**src/rtl/dispatch_queue.sv**
```systemverilog
// rtl/dispatch_queue.sv - decoded-instruction FIFO that resolves operands and dispatches the head to ROB/RS
module dispatch_queue #(
    parameter int DEPTH   = 4,
    parameter int ID_W    = 32,
    parameter int ROB_W   = 4,
    parameter int REG_W   = 5,
    parameter int OP_W    = 6,
    parameter int ADDR_W  = 32,
    parameter int OP_BEQ  = 5,
    parameter int OP_BGEU = 10,
    parameter int OP_SB   = 16,
    parameter int OP_SW   = 18
) (
    input  logic              clk_in,
    input  logic              rst_in,
    input  logic              rdy_in,
    input  logic              clr_in,
    input  logic              dec_en_in,
    input  logic [REG_W-1:0]  dec_rs_in,
    input  logic [REG_W-1:0]  dec_rt_in,
    input  logic [REG_W-1:0]  dec_rd_in,
    input  logic [ID_W-1:0]   dec_imm_in,
    input  logic [OP_W-1:0]   dec_opcode_in,
    input  logic [ADDR_W-1:0] dec_pc_in,
    input  logic [ADDR_W-1:0] dec_target_in,
    input  logic              dec_taken_in,
    output logic              dq_full_out,
    output logic [REG_W-1:0]  rf_rs_out,
    output logic [REG_W-1:0]  rf_rt_out,
    input  logic              rf_rs_busy_in,
    input  logic              rf_rt_busy_in,
    input  logic [ID_W-1:0]   rf_rs_val_in,
    input  logic [ID_W-1:0]   rf_rt_val_in,
    input  logic [ROB_W-1:0]  rf_rs_tag_in,
    input  logic [ROB_W-1:0]  rf_rt_tag_in,
    output logic              rf_rd_en_out,
    output logic [REG_W-1:0]  rf_rd_out,
    output logic [ROB_W-1:0]  rf_tag_out,
    output logic [ROB_W-1:0]  rob_rs_h_out,
    output logic [ROB_W-1:0]  rob_rt_h_out,
    input  logic              rob_rs_ready_in,
    input  logic              rob_rt_ready_in,
    input  logic [ID_W-1:0]   rob_rs_val_in,
    input  logic [ID_W-1:0]   rob_rt_val_in,
    input  logic [ROB_W-1:0]  rob_b_in,
    input  logic              rob_full_in,
    input  logic              rs_full_in,
    input  logic              cdb_en_in,
    input  logic [ROB_W-1:0]  cdb_tag_in,
    input  logic [ID_W-1:0]   cdb_val_in,
    output logic              disp_en_out,
    output logic [OP_W-1:0]   disp_opcode_out,
    output logic [REG_W-1:0]  disp_rd_out,
    output logic [ADDR_W-1:0] disp_pc_out,
    output logic [ADDR_W-1:0] disp_target_out,
    output logic              disp_taken_out,
    output logic [ID_W-1:0]   disp_a_out,
    output logic [ROB_W-1:0]  disp_qj_out,
    output logic [ROB_W-1:0]  disp_qk_out,
    output logic [ID_W-1:0]   disp_vj_out,
    output logic [ID_W-1:0]   disp_vk_out,
    output logic [ROB_W-1:0]  disp_dest_out
);
    localparam int PTR_W = $clog2(DEPTH);
    localparam int CNT_W = $clog2(DEPTH + 1);
    localparam logic [OP_W-1:0] BEQ_C  = OP_W'(OP_BEQ);
    localparam logic [OP_W-1:0] BGEU_C = OP_W'(OP_BGEU);
    localparam logic [OP_W-1:0] SB_C   = OP_W'(OP_SB);
    localparam logic [OP_W-1:0] SW_C   = OP_W'(OP_SW);

    typedef struct packed {
        logic [REG_W-1:0]  rs;
        logic [REG_W-1:0]  rt;
        logic [REG_W-1:0]  rd;
        logic [ID_W-1:0]   imm;
        logic [OP_W-1:0]   opcode;
        logic [ADDR_W-1:0] pc;
        logic [ADDR_W-1:0] target;
        logic              taken;
    } entry_t;

    entry_t           mem_q [DEPTH];
    entry_t           mem_d [DEPTH];
    logic [PTR_W-1:0] head_q, head_d, tail_q, tail_d;
    logic [CNT_W-1:0] count_q, count_d;
    entry_t           head_ent;
    entry_t           new_ent;
    logic             not_empty, full, enq, fire, writes_rd;

    assign head_ent  = not_empty ? mem_q[head_q] : '0;
    assign not_empty = (count_q != '0);
    assign full      = (count_q == CNT_W'(DEPTH));
    assign enq       = rdy_in && !clr_in && dec_en_in && !full;
    assign fire      = rdy_in && !clr_in && not_empty && !rob_full_in && !rs_full_in;
    assign new_ent   = '{rs: dec_rs_in, rt: dec_rt_in, rd: dec_rd_in, imm: dec_imm_in,
                         opcode: dec_opcode_in, pc: dec_pc_in, target: dec_target_in,
                         taken: dec_taken_in};

    // Branches and stores carry an rd field but never produce a register result.
    assign writes_rd = !((head_ent.opcode >= BEQ_C) && (head_ent.opcode <= BGEU_C)) &&
                       !((head_ent.opcode >= SB_C) && (head_ent.opcode <= SW_C)) &&
                       (head_ent.rd != '0);

    assign dq_full_out     = full;
    assign disp_en_out     = fire;
    assign rf_rd_en_out    = fire && writes_rd;
    assign rf_rd_out       = head_ent.rd;
    assign rf_tag_out      = rob_b_in;
    assign rf_rs_out       = head_ent.rs;
    assign rf_rt_out       = head_ent.rt;
    assign disp_opcode_out = head_ent.opcode;
    assign disp_rd_out     = head_ent.rd;
    assign disp_pc_out     = head_ent.pc;
    assign disp_target_out = head_ent.target;
    assign disp_taken_out  = head_ent.taken;
    assign disp_a_out      = head_ent.imm;
    assign disp_dest_out   = rob_b_in;

    always_comb begin
        mem_d   = mem_q;
        head_d  = head_q;
        tail_d  = tail_q;
        count_d = count_q;
        if (rdy_in && clr_in) begin
            head_d  = '0;
            tail_d  = '0;
            count_d = '0;
        end else begin
            if (enq) begin
                mem_d[tail_q] = new_ent;
                tail_d        = tail_q + PTR_W'(1);
            end
            if (fire) begin
                head_d = head_q + PTR_W'(1);
            end
            if (enq && !fire) begin
                count_d = count_q + CNT_W'(1);
            end else if (fire && !enq) begin
                count_d = count_q - CNT_W'(1);
            end
        end
    end

    always_ff @(posedge clk_in or posedge rst_in) begin
        if (rst_in) begin
            head_q  <= '0;
            tail_q  <= '0;
            count_q <= '0;
            for (int i = 0; i < DEPTH; i++) begin
                mem_q[i] <= '0;
            end
        end else begin
            head_q  <= head_d;
            tail_q  <= tail_d;
            count_q <= count_d;
            mem_q   <= mem_d;
        end
    end

    // Operand priority: regfile value, then ROB result, then same-cycle CDB hit, else wait on tag.
    always_comb begin
        rob_rs_h_out = '0;
        rob_rt_h_out = '0;
        disp_vj_out  = '0;
        disp_vk_out  = '0;
        disp_qj_out  = '0;
        disp_qk_out  = '0;
        if (not_empty) begin
            if (!rf_rs_busy_in) begin
                disp_vj_out = rf_rs_val_in;
            end else begin
                rob_rs_h_out = rf_rs_tag_in;
                if (rob_rs_ready_in) begin
                    disp_vj_out = rob_rs_val_in;
                end else if (cdb_en_in && (cdb_tag_in == rf_rs_tag_in)) begin
                    disp_vj_out = cdb_val_in;
                end else begin
                    disp_qj_out = rf_rs_tag_in;
                end
            end
            if (!rf_rt_busy_in) begin
                disp_vk_out = rf_rt_val_in;
            end else begin
                rob_rt_h_out = rf_rt_tag_in;
                if (rob_rt_ready_in) begin
                    disp_vk_out = rob_rt_val_in;
                end else if (cdb_en_in && (cdb_tag_in == rf_rt_tag_in)) begin
                    disp_vk_out = cdb_val_in;
                end else begin
                    disp_qk_out = rf_rt_tag_in;
                end
            end
        end
    end

endmodule

```
**config.mk**
```make
export PLATFORM = sky130hd
export DESIGN_NAME = dispatch_queue
export DESIGN_NICKNAME = d
export VERILOG_FILES = /design/src/rtl/dispatch_queue.sv
export SDC_FILE = /design/constraint.sdc
export NUM_CORES = 1
export LEC_CHECK = 0
export ABC_AREA = 1
export BUFFER_PORTS_ARGS = -buffer_cell sky130_fd_sc_hd__buf_2
export CAP_MARGIN = 25
export CORE_MARGIN = 5
export CORE_UTILIZATION = 45
export CTS_BUF_LIST = sky130_fd_sc_hd__clkbuf_16
export DETAILED_ROUTE_END_ITERATION = 12
export PLACE_DENSITY = 0.71
export SLEW_MARGIN = 20
export SYNTH_ARGS = -nofsm -noshare
export SYNTH_HDL_FRONTEND = slang
export SYNTH_SLANG_ARGS = --single-unit
export TNS_END_PERCENT = 50
```
**constraint.sdc**
```tcl
create_clock -name clk_in -period 15.6 [get_ports clk_in]
set_input_delay 0 -clock clk_in [delete_from_list [all_inputs] [get_ports clk_in]]
set_output_delay 0 -clock clk_in [all_outputs]
set_load 0.01 [all_outputs]
```
==> Yosys cells after proc, flatten, opt, wreduce, memory -nomap -nowiden <==
Index checks and enable logic that the tools add are counted.
{ "classes": {"add_sub_neg": 4, "n_lt_le_gt_ge": 7, "eq_ne": 3, "muxes": 34, "bitwise": 3, "n_reduce_logical": 31} }
{ "op_table": {"columns": ["cell", "n"], "rows": [
  ["$bwmux 472", 1],
  ["$mux 118", 4],
  ["$mux 32", 8],
  ["$bmux 118 s2", 1],
  ["$demux 118 s2", 1],
  ["$mux 4", 12],
  ["$logic_and 1x1->1", 17],
  ["$mux 3", 3],
  ["$eq 4x4->1", 2],
  ["$logic_not 1->1", 8],
  ["$mux 2", 4],
  ["$ge 3x3->1 const B", 2],
  ["$ge 6x3->1 const B", 1],
  ["$ge 6x5->1 const B", 1],
  ["$le 6x4->1 const B", 1],
  ["$le 6x5->1 const B", 1],
  ["$not 2->3", 2],
  ["$reduce_bool 3->1", 2],
  ["$reduce_bool 5->1", 1],
  ["$add 2x1->2 const B", 2],
  ["$reduce_bool 2->1", 2],
  ["$add 3x1->3 const B", 1],
  ["$eq 3x3->1 const B", 1],
  ["$lt 3x1->1 const B", 1],
  ["other kinds (3)", 3]
]} }
{ "word_totals": {"ff_bits": 479, "elab_cells": 117} }

==> Logic depth before layout (Yosys ltp) <==
Gate-level depths: netlist (run 1).
{ "depth": {"word_depth": 11, "mapped_depth": 12, "ltp_nobuf": 11} }

==> Worst setup path after synthesis (run 1) <==
No wires, ideal clock.
{ "synth_timing": {"path_kind": "register to register", "startpoint": "reg count_q[1]", "endpoint": "reg count_q[2]", "setup_time_ps": 118, "arrival_time_ps": 1636, "slack_ps": 13846, "stages_incl_launch_ff": 12, "path_buffers": 0, "path_cell_list": "dfrtp_1 nor2_1 nand2_1 nand2_2 nor2_4 nand2_1 inv_1 fa_1 xnor2_1 xor2_1 nand3_1 nand2_1"} }
{ "synth_between": {"elab_chain_cells": 8, "elab_cells_between_ends": 17, "cone_classes": "2 x add/sub; 1 x eq/ne; 3 x mux; 11 x reduce/logical"} }
{ "synth_rtl": {"columns": ["element", "line", "rtl"], "rows": [
  ["start: declaration", "85", "logic [CNT_W-1:0] count_q, count_d;"],
  ["start signal: assignment", "155", "count_q <= count_d;"],
  ["branches (longest 8 deep; another with $sub 3x1->3)", null, null]
]} }
Several ways; the timed one is not identified. The select of a mux whose other input is x is not followed.
A chain may end at the register's enable or synchronous reset.

==> Final worst setup path (run 1) <==
{ "layout_timing": {"startpoint": "reg head_q[0]", "endpoint": "out rf_rd_en_out"} }
{ "layout_between": {"elab_chain_cells": 11, "elab_cells_between_ends": 17, "cone_classes": "4 x order compare; 4 x mux; 1 x bitwise; 8 x reduce/logical"} }
{ "layout_rtl": {"columns": ["element", "line", "rtl"], "rows": [
  ["start: declaration", "84", "logic [PTR_W-1:0] head_q, head_d, tail_q, tail_d;"],
  ["start signal: assignment", "146", "head_q <= '0;"],
  ["start signal: assignment", "153", "head_q <= head_d;"],
  ["$not 2->3 (implied by the code) *", "90", "assign head_ent = not_empty ? mem_q[head_q] : '0;"],
  ["$bmux 118 s2 *", "90", null],
  ["$mux 118 (implied by the code) * (2 in series)", "90", null],
  ["$mux 118 *", "90", null],
  ["$ge 6x3->1, or another cell as far along", "100", "assign writes_rd = !((head_ent.opcode >= BEQ_C) && (head_ent.opcode <= BGEU_C)) &&"],
  ["$logic_and 1x1->1 (on tied branches)", "100, 101", null],
  ["$logic_not 1->1 (on tied branches)", "100, 101", null],
  ["$logic_and 1x1->1", "100", null],
  ["$logic_and 1x1->1 *", "101", "!((head_ent.opcode >= SB_C) && (head_ent.opcode <= SW_C)) &&"],
  ["$logic_and 1x1->1 *", "106", "assign rf_rd_en_out = fire && writes_rd;"],
  ["end: declaration", "36", "output logic rf_rd_en_out,"]
]} }
Every way passes the cells marked *; elsewhere a longest branch is shown, timed or not. The select of a mux whose other input is x is not followed.

==> flow_summary_export.csv, run 1 <==
group,metric,value,unit
outcome,outcome,"completed",
synth,ys_seq_area_share,48.3,%
critical_path,reg2reg_slack,11.44,ns
cts,clk_latency,0.61,ns
drt,vias,24300,
timing,fin_setup_tns,0,ns
place,portBuffers,507,
timing,timing.final.crit_share,27.8,%
timing,clock-skew-final,0.0256,ns
final_layout,layout_commonest_cell,"nand2_1",
critical_path,cp.arrival,4.34,ns
cts,path_clk_slew,0.06,ns
cts,clockBufferDepth,3,
critical_path,cp-end-kind,"primary output",
timing,rsz0062_at_grt,"false",
grt,antenna_found_initial,10,
cts,numCtsBuffers,52,
drt,route.detailed.wl_per_inst,18.8,um
final_layout,area_delta_synth_final,22.0,%
final_layout,layout-drive-gt1-share,16.9,%
cts,ctsHtreeMaxLevel,2,
cts,clock-sinks,479,
power_and_ir_drop,power_density,163,mW/mm2
place,dp_hpwl,52.9,mm
critical_path,cp.required,15.60,ns
run,cap_violations,0,
cts,post_cts_buffers,0,
synth,ys_warn_count,0,
final_layout,nets,4046,
grt,overflow,0,
floorplan,die_area,0.0599,mm2
power_and_ir_drop,peakVddDrop,107,uV
min_path,hold_path_class,"input port to primary output",
place,routabilityCongestion,0.901,
floorplan,die_y,245,um
critical_path,start_kind,"flop",
cts,hold_buffers,128,
grt,first_global_vias,23000,
floorplan,initial_utilization,45.2,%
synth,synthDistinctLibCells,26,
timing,setup-violations-final,0,
timing,fmax,0.231,GHz
floorplan,die_w,245,um
timing,slew_headroom,29.9,%
synth,synthCells,3282,
floorplan,rows,86,
timing,worst_pin_slew,1.05,ns
floorplan,ios,520,
timing,hold_viol_final,0,
timing,slew_viol_final,0,
critical_path,crit_fanout,124,
timing,final.min_clock_period,4.34,ns
drt,ant_nets,0,
timing,hold_ws,0.00000683,ns
grt,grt_first_pass_wirelength,132,mm
cts,cts_resized,0,
power_and_ir_drop,p_leak,14.8,nW
grt,grt_start_max_net_pins,125,
synth,syn-cell-area,0.0248,mm2
drt,viasPerCell,5.41,
drt,firstDrtPassIters,6,
synth,syn_nets,3593,
floorplan,core,0.0549,mm2
critical_path,crit_type,"flop to primary output",
grt,gr-usage-all-layers,27.2,%
drt,dr.first_iter.drc_count,2203,
synth,synth.ff_latch_count,479,
cts,cts_tree,"done",
synth,avgSynthCellArea,7.56,um2
final_layout,final_cell_mix,"nand2_1 (878), o21ai_0 (606), buf_2 (507)",
drt,wl,84.6,mm
cts,ctsRootBufferMaster,"clkbuf_16",
drt,drc,0,
==> registers in the layout (all words and copies together), names as in the netlist <==
| name | cells |
|---|---|
| mem_q | 472 |
| tail_q | 2 |
| head_q | 2 |
| count_q | 3 |
==> metrics by stage <==
stage          setup WS [ns]  utilization, %  instances  area, um2  total power [mW]
2_1_floorplan           2.24               -       3282      24800              3.10
6_report               11.26            55.1       4490      30300              4.93
4_1_cts                10.96            54.9       4475      30100              4.95
3_3_place_gp           11.29            49.5       4247      27200              3.73
5_1_grt                10.89            55.1       4488      30300              5.31
3_5_place_dp           11.52            49.7       4252      27300              3.77
==> area by class of cell <==
class / count / area, um2
clock buffers: 52 / 1300
flip-flops and latches: 479 / 12000
inverters: 317 / 1210
repair buffers: 680 / 4320
multi-input cells: 2205 / 10300
well taps: 704 / 881
fillers: 5141 / 24600
diodes: 10 / 25.0
clock inverters: 43 / 239
==> metal layers <==
metal | wire length, um | GRT usage, % | vias up
li1 | - | - | 11700
met1 | 34400 | 36.6 | 11500
met2 | 39600 | 43.5 | 993
met3 | 7260 | 6.20 | 152
met4 | 3280 | 9.97 | 2
met5 | 13 | 0 | -
==> cells in the mapped netlist <==
library cell	instances	area, um2
nand2_1	879	3300
xor2_1	4	35.0
a22o_1	1	8.76
dfrtp_1	479	12000
inv_2	2	7.51
a21oi_1	353	1770
xnor2_1	1	8.76
buf_1	7	26.3
buf_4	39	293
o21ai_0	606	3030
nand3_1	26	130
buf_6	5	56.3
nand4_1	65	407
fa_1	1	20.0
inv_1	314	1180
nand2_2	1	6.26
nor2_1	87	327
clkbuf_1	135	507
buf_2	95	475
ha_1	4	50.1
nor2_4	5	56.3
o22ai_1	5	31.3
o211ai_1	105	788
nor3_1	9	45.0
inv_4	1	6.26
o21ai_1	53	265
==> power by group <==
| group | internal [mW] | switching (mW) | total [mW] |
|---|---|---|---|
| logic | 0.620 | 1.20 | 1.82 |
| clock network | 0.620 | 0.508 | 1.13 |
| registers | 1.78 | 0.204 | 1.99 |
| total | 3.02 | 1.91 | 4.93 |
==> worst max-delay path, cell delays in order, from the launching register on <==
cell	delay, ns
dfrtp_4	1.04
buf_6	0.75
buf_4	0.57
nand2_1	0.13
nand2_1	0.09
nand2_1	0.05
nand2_1	0.10
nand3_1	0.06
nand2_1	0.10
inv_1	0.04
nand2_1	0.05
nor2_1	0.05
nor2_1	0.34
buf_2	0.22
==> cells by family (layout without fill, tap and decap cells) <==
kind of cell / after synthesis / in the layout / share of synthesized area (%)
AO/OA/AOI/OAI: 1123 / 1123 / 23.7
AND/OR/NAND/NOR: 1072 / 1072 / 17.2
buffers and inverters: 598 / 1092 / 10.3
flip-flops: 479 / 479 / 48.3
adder cells (fa/ha/maj): 5 / 5 / 0.282
XOR/XNOR: 5 / 5 / 0.176
other: 0 / 10 / 0
==> worst paths after layout <==
check,startpoint,end,cells after the start
min,rob_b_in[3],rf_tag_out[3],0
min reg2reg,mem_q[32],mem_q[32],2
max reg2reg,count_q[1],mem_q[254],12
max in group asynchronous,rst_in,mem_q[88],7
max,head_q[0],rf_rd_en_out,13
min in group asynchronous,rst_in,mem_q[6],3
(Power assumes the default switching activity.)
==> inputs of run 2 (changes only) <==
--- a/config.mk
+++ b/config.mk
@@ -5,7 +5,7 @@
 export SDC_FILE = /design/constraint.sdc
 export NUM_CORES = 1
 export LEC_CHECK = 0
-export ABC_AREA = 1
+export ABC_AREA = 0
 export BUFFER_PORTS_ARGS = -buffer_cell sky130_fd_sc_hd__buf_2
 export CAP_MARGIN = 25
 export CORE_MARGIN = 5
==> constraint.sdc (replaced) <==
create_clock -name clk_in -period 4.1 [get_ports clk_in]
set_input_delay 0 -clock clk_in [delete_from_list [all_inputs] [get_ports clk_in]]
set_output_delay 0 -clock clk_in [all_outputs]
set_load 0.01 [all_outputs]
==> flow_summary_export.csv, run 2 <==
group,metric,value,unit
outcome,outcome,"completed",
critical_path,cp_cell_sequence,"buf_4 -> mux4_2 -> or4_1 -> o21ai_0 -> nor3_1 -> buf_2",
timing,fmax,0.302,GHz
final_layout,regMostFlops,"mem_q",
synth,synthCells,1694,
drt,wl,77.2,mm
critical_path,cp.required,4.10,ns
final_layout,stdcell_count,2995,
synth,synth.ff_latch_count,479,
timing,hold_viol_final,0,
synth,avgSynthCellArea,14.1,um2
synth,synthArstFlopShare,100,%
floorplan,rows,84,
timing,rsz0062_at_grt,"false",
timing,hold_ws,0.0000948,ns
timing,slew_viol_final,0,
critical_path,critPathTopFamily,"buffers and inverters",
place,routabilityCongestion,0.977,
timing,final.min_clock_period,3.31,ns
critical_path,start_kind,"flop",
critical_path,cp-end-kind,"primary output",
cts,clock-sinks,479,
timing,slew_headroom,41.0,%
floorplan,die_area,0.0577,mm2
floorplan,initial_utilization,45.4,%
synth,synth_edf_count,0,
final_layout,final_cell_mix,"buf_2 (507), dfrtp_1 (477), mux2_2 (392)",
drt,route.detailed.wl_per_inst,25.8,um
synth,ys_seq_area_share,50.2,%
final_layout,layout_commonest_cell,"buf_2",
power_and_ir_drop,p_clk_share,23.5,%
place,portBuffers,507,
final_layout,layout-drive-gt1-share,49.1,%
floorplan,die_w,240,um
place,place_inst,2768,
final_layout,area_delta_synth_final,23.5,%
grt,first_global_vias,18300,
power_and_ir_drop,p_int,12.2,mW
synth,syn_nets,2005,
critical_path,slowest_stage,"dfrtp_4",
timing,timing.final.crit_share,80.7,%
critical_path,crit_type,"flop to primary output",
critical_path,max_stage_delay,0.62,ns
drt,vias,16800,
floorplan,ios,520,
drt,drc,0,
cts,clk_latency,0.59,ns
place,dp_hpwl,54.5,mm
synth,synthTopCellsByCount,"dfrtp_1 (479), mux2_2 (392), and2_1 (121), mux4_2 (118), mux2_1 (80)",
grt,gr-usage-all-layers,26.1,%
final_layout,top_regs,"mem_q (472), count_q (3)",
power_and_ir_drop,p_sw_share,31.3,%
drt,ant_nets,0,
timing,worst_pin_slew,0.862,ns
cts,clockBufferDepth,3,
timing,clock-skew-final,0.0279,ns
place,placed_cell_area,0.0267,mm2
power_and_ir_drop,power_density,605,mW/mm2
critical_path,cp.arrival,3.31,ns
floorplan,core,0.0526,mm2
cts,cts_resized,0,
grt,antenna_found_initial,11,
final_layout,finalInstanceArea,0.0295,mm2
critical_path,crit_fanout,20,
floorplan,die_y,240,um
synth,yosysMostFrequentCell,"dfrtp_1",
drt,dr.first_iter.drc_count,783,
grt,grt_first_pass_wirelength,115,mm
synth,synth_area_leader_cell,"dfrtp_1",
final_layout,utilization,56.1,%
drt,viasPerCell,5.62,
power_and_ir_drop,p_seq_share,41.5,%
synth,synthDistinctLibCells,44,
cts,ctsRootBufferMaster,"clkbuf_16",
critical_path,critical_path_buf_inv_count,2,
synth,synth.top_cell.area_share,50.2,%
timing,setup-violations-final,0,
final_layout,nets,2569,
cts,path_clk_slew,0.06,ns
min_path,hold_path_class,"input port to primary output",
synth,yosys-top-cells-area,"dfrtp_1 (50%), mux2_2 (19%), mux4_2 (11%), mux2_1 (3.8%), and2_1 (3.2%)",
cts,cts_tree,"done",
grt,grt_start_max_net_pins,180,
power_and_ir_drop,comb_power_share,35.0,%
power_and_ir_drop,p_sw,5.59,mW
drt,firstDrtPassIters,5,
cts,ctsHtreeMaxLevel,2,
synth,ys.flop_type,"dfrtp_1",
power_and_ir_drop,peakVddDrop,400,uV
final_layout,largest_register_ff_count,472,
cts,numCtsBuffers,50,
power_and_ir_drop,p_leak,13.8,nW
run,cap_violations,0,
synth,ys_warn_count,0,
timing,fin_setup_tns,0,ns
synth,syn-cell-area,0.0239,mm2
grt,overflow,0,
## run 2: area by class of cell
| type | instances | area (um2) |
|---|---|---|
| clock inverters | 40 | 229 |
| inverters | 16 | 63.8 |
| repair buffers | 665 | 4140 |
| flip-flops and latches | 479 | 12000 |
| fillers | 4320 | 23100 |
| multi-input cells | 1046 | 10900 |
| diodes | 10 | 25.0 |
| well taps | 688 | 861 |
| clock buffers | 51 | 1280 |
## run 2: final timing paths
check	cells after the start	from	endpoint	slack, ns
worst max-delay path	6	head_q[0]	rf_rd_en_out	0.79
worst max register to register	7	count_q[0]	count_q[1]	0.94
worst min-delay path	0	rob_b_in[1]	disp_dest_out[1]	0.00009
worst min register to register	1	mem_q[119]	mem_q[119]	0.49
min in group asynchronous	4	rst_in	mem_q[308]	0.13
max in group asynchronous	5	rst_in	mem_q[36]	3.00
## run 2: through the flow
step                total power, mW  setup slack, ns
detailed placement             13.7             1.34
global placement               13.3             1.39
finish                         17.8            0.792
CTS                            18.0            0.699
floorplan                      11.4            -2.39
global route                   18.9            0.559
## run 2: layer usage
| layer | global-route usage [%] | part of all wire [%] | vias to the layer above |
|---|---|---|---|
| met5 | 0 | 0.054 | - |
| met4 | 13.0 | 5.5 | 8 |
| met3 | 5.91 | 6.3 | 140 |
| met2 | 45.6 | 52 | 506 |
| met1 | 30.4 | 36 | 8781 |
| li1 | - | - | 7390 |
## run 2: logic make-up after synthesis
kind of cell | count (synthesis) | synth area share, %
compound gates | 146 | 3.63
simple gates | 293 | 7.72
mux | 591 | 33.5
fa+ha+maj | 5 | 0.294
flops | 479 | 50.2
xor+xnor | 11 | 0.404
buf+inv | 169 | 4.25
## run 2: what timing repair did
action,4_1_cts,5_1_grt
hold endpoints to repair,958,0
hold buffers,125,0
setup buffers,0,0
endpoints found under the setup margin,0,0
## run 2: power groups by stage
stage,clock network [mW],logic (mW),registers [mW]
2_1_floorplan,0,4.23,7.15
3_3_place_gp,0,6.03,7.30
3_5_place_dp,0,6.19,7.46
4_1_cts,4.29,6.33,7.39
5_1_grt,4.50,6.77,7.61
6_report,4.19,6.24,7.41
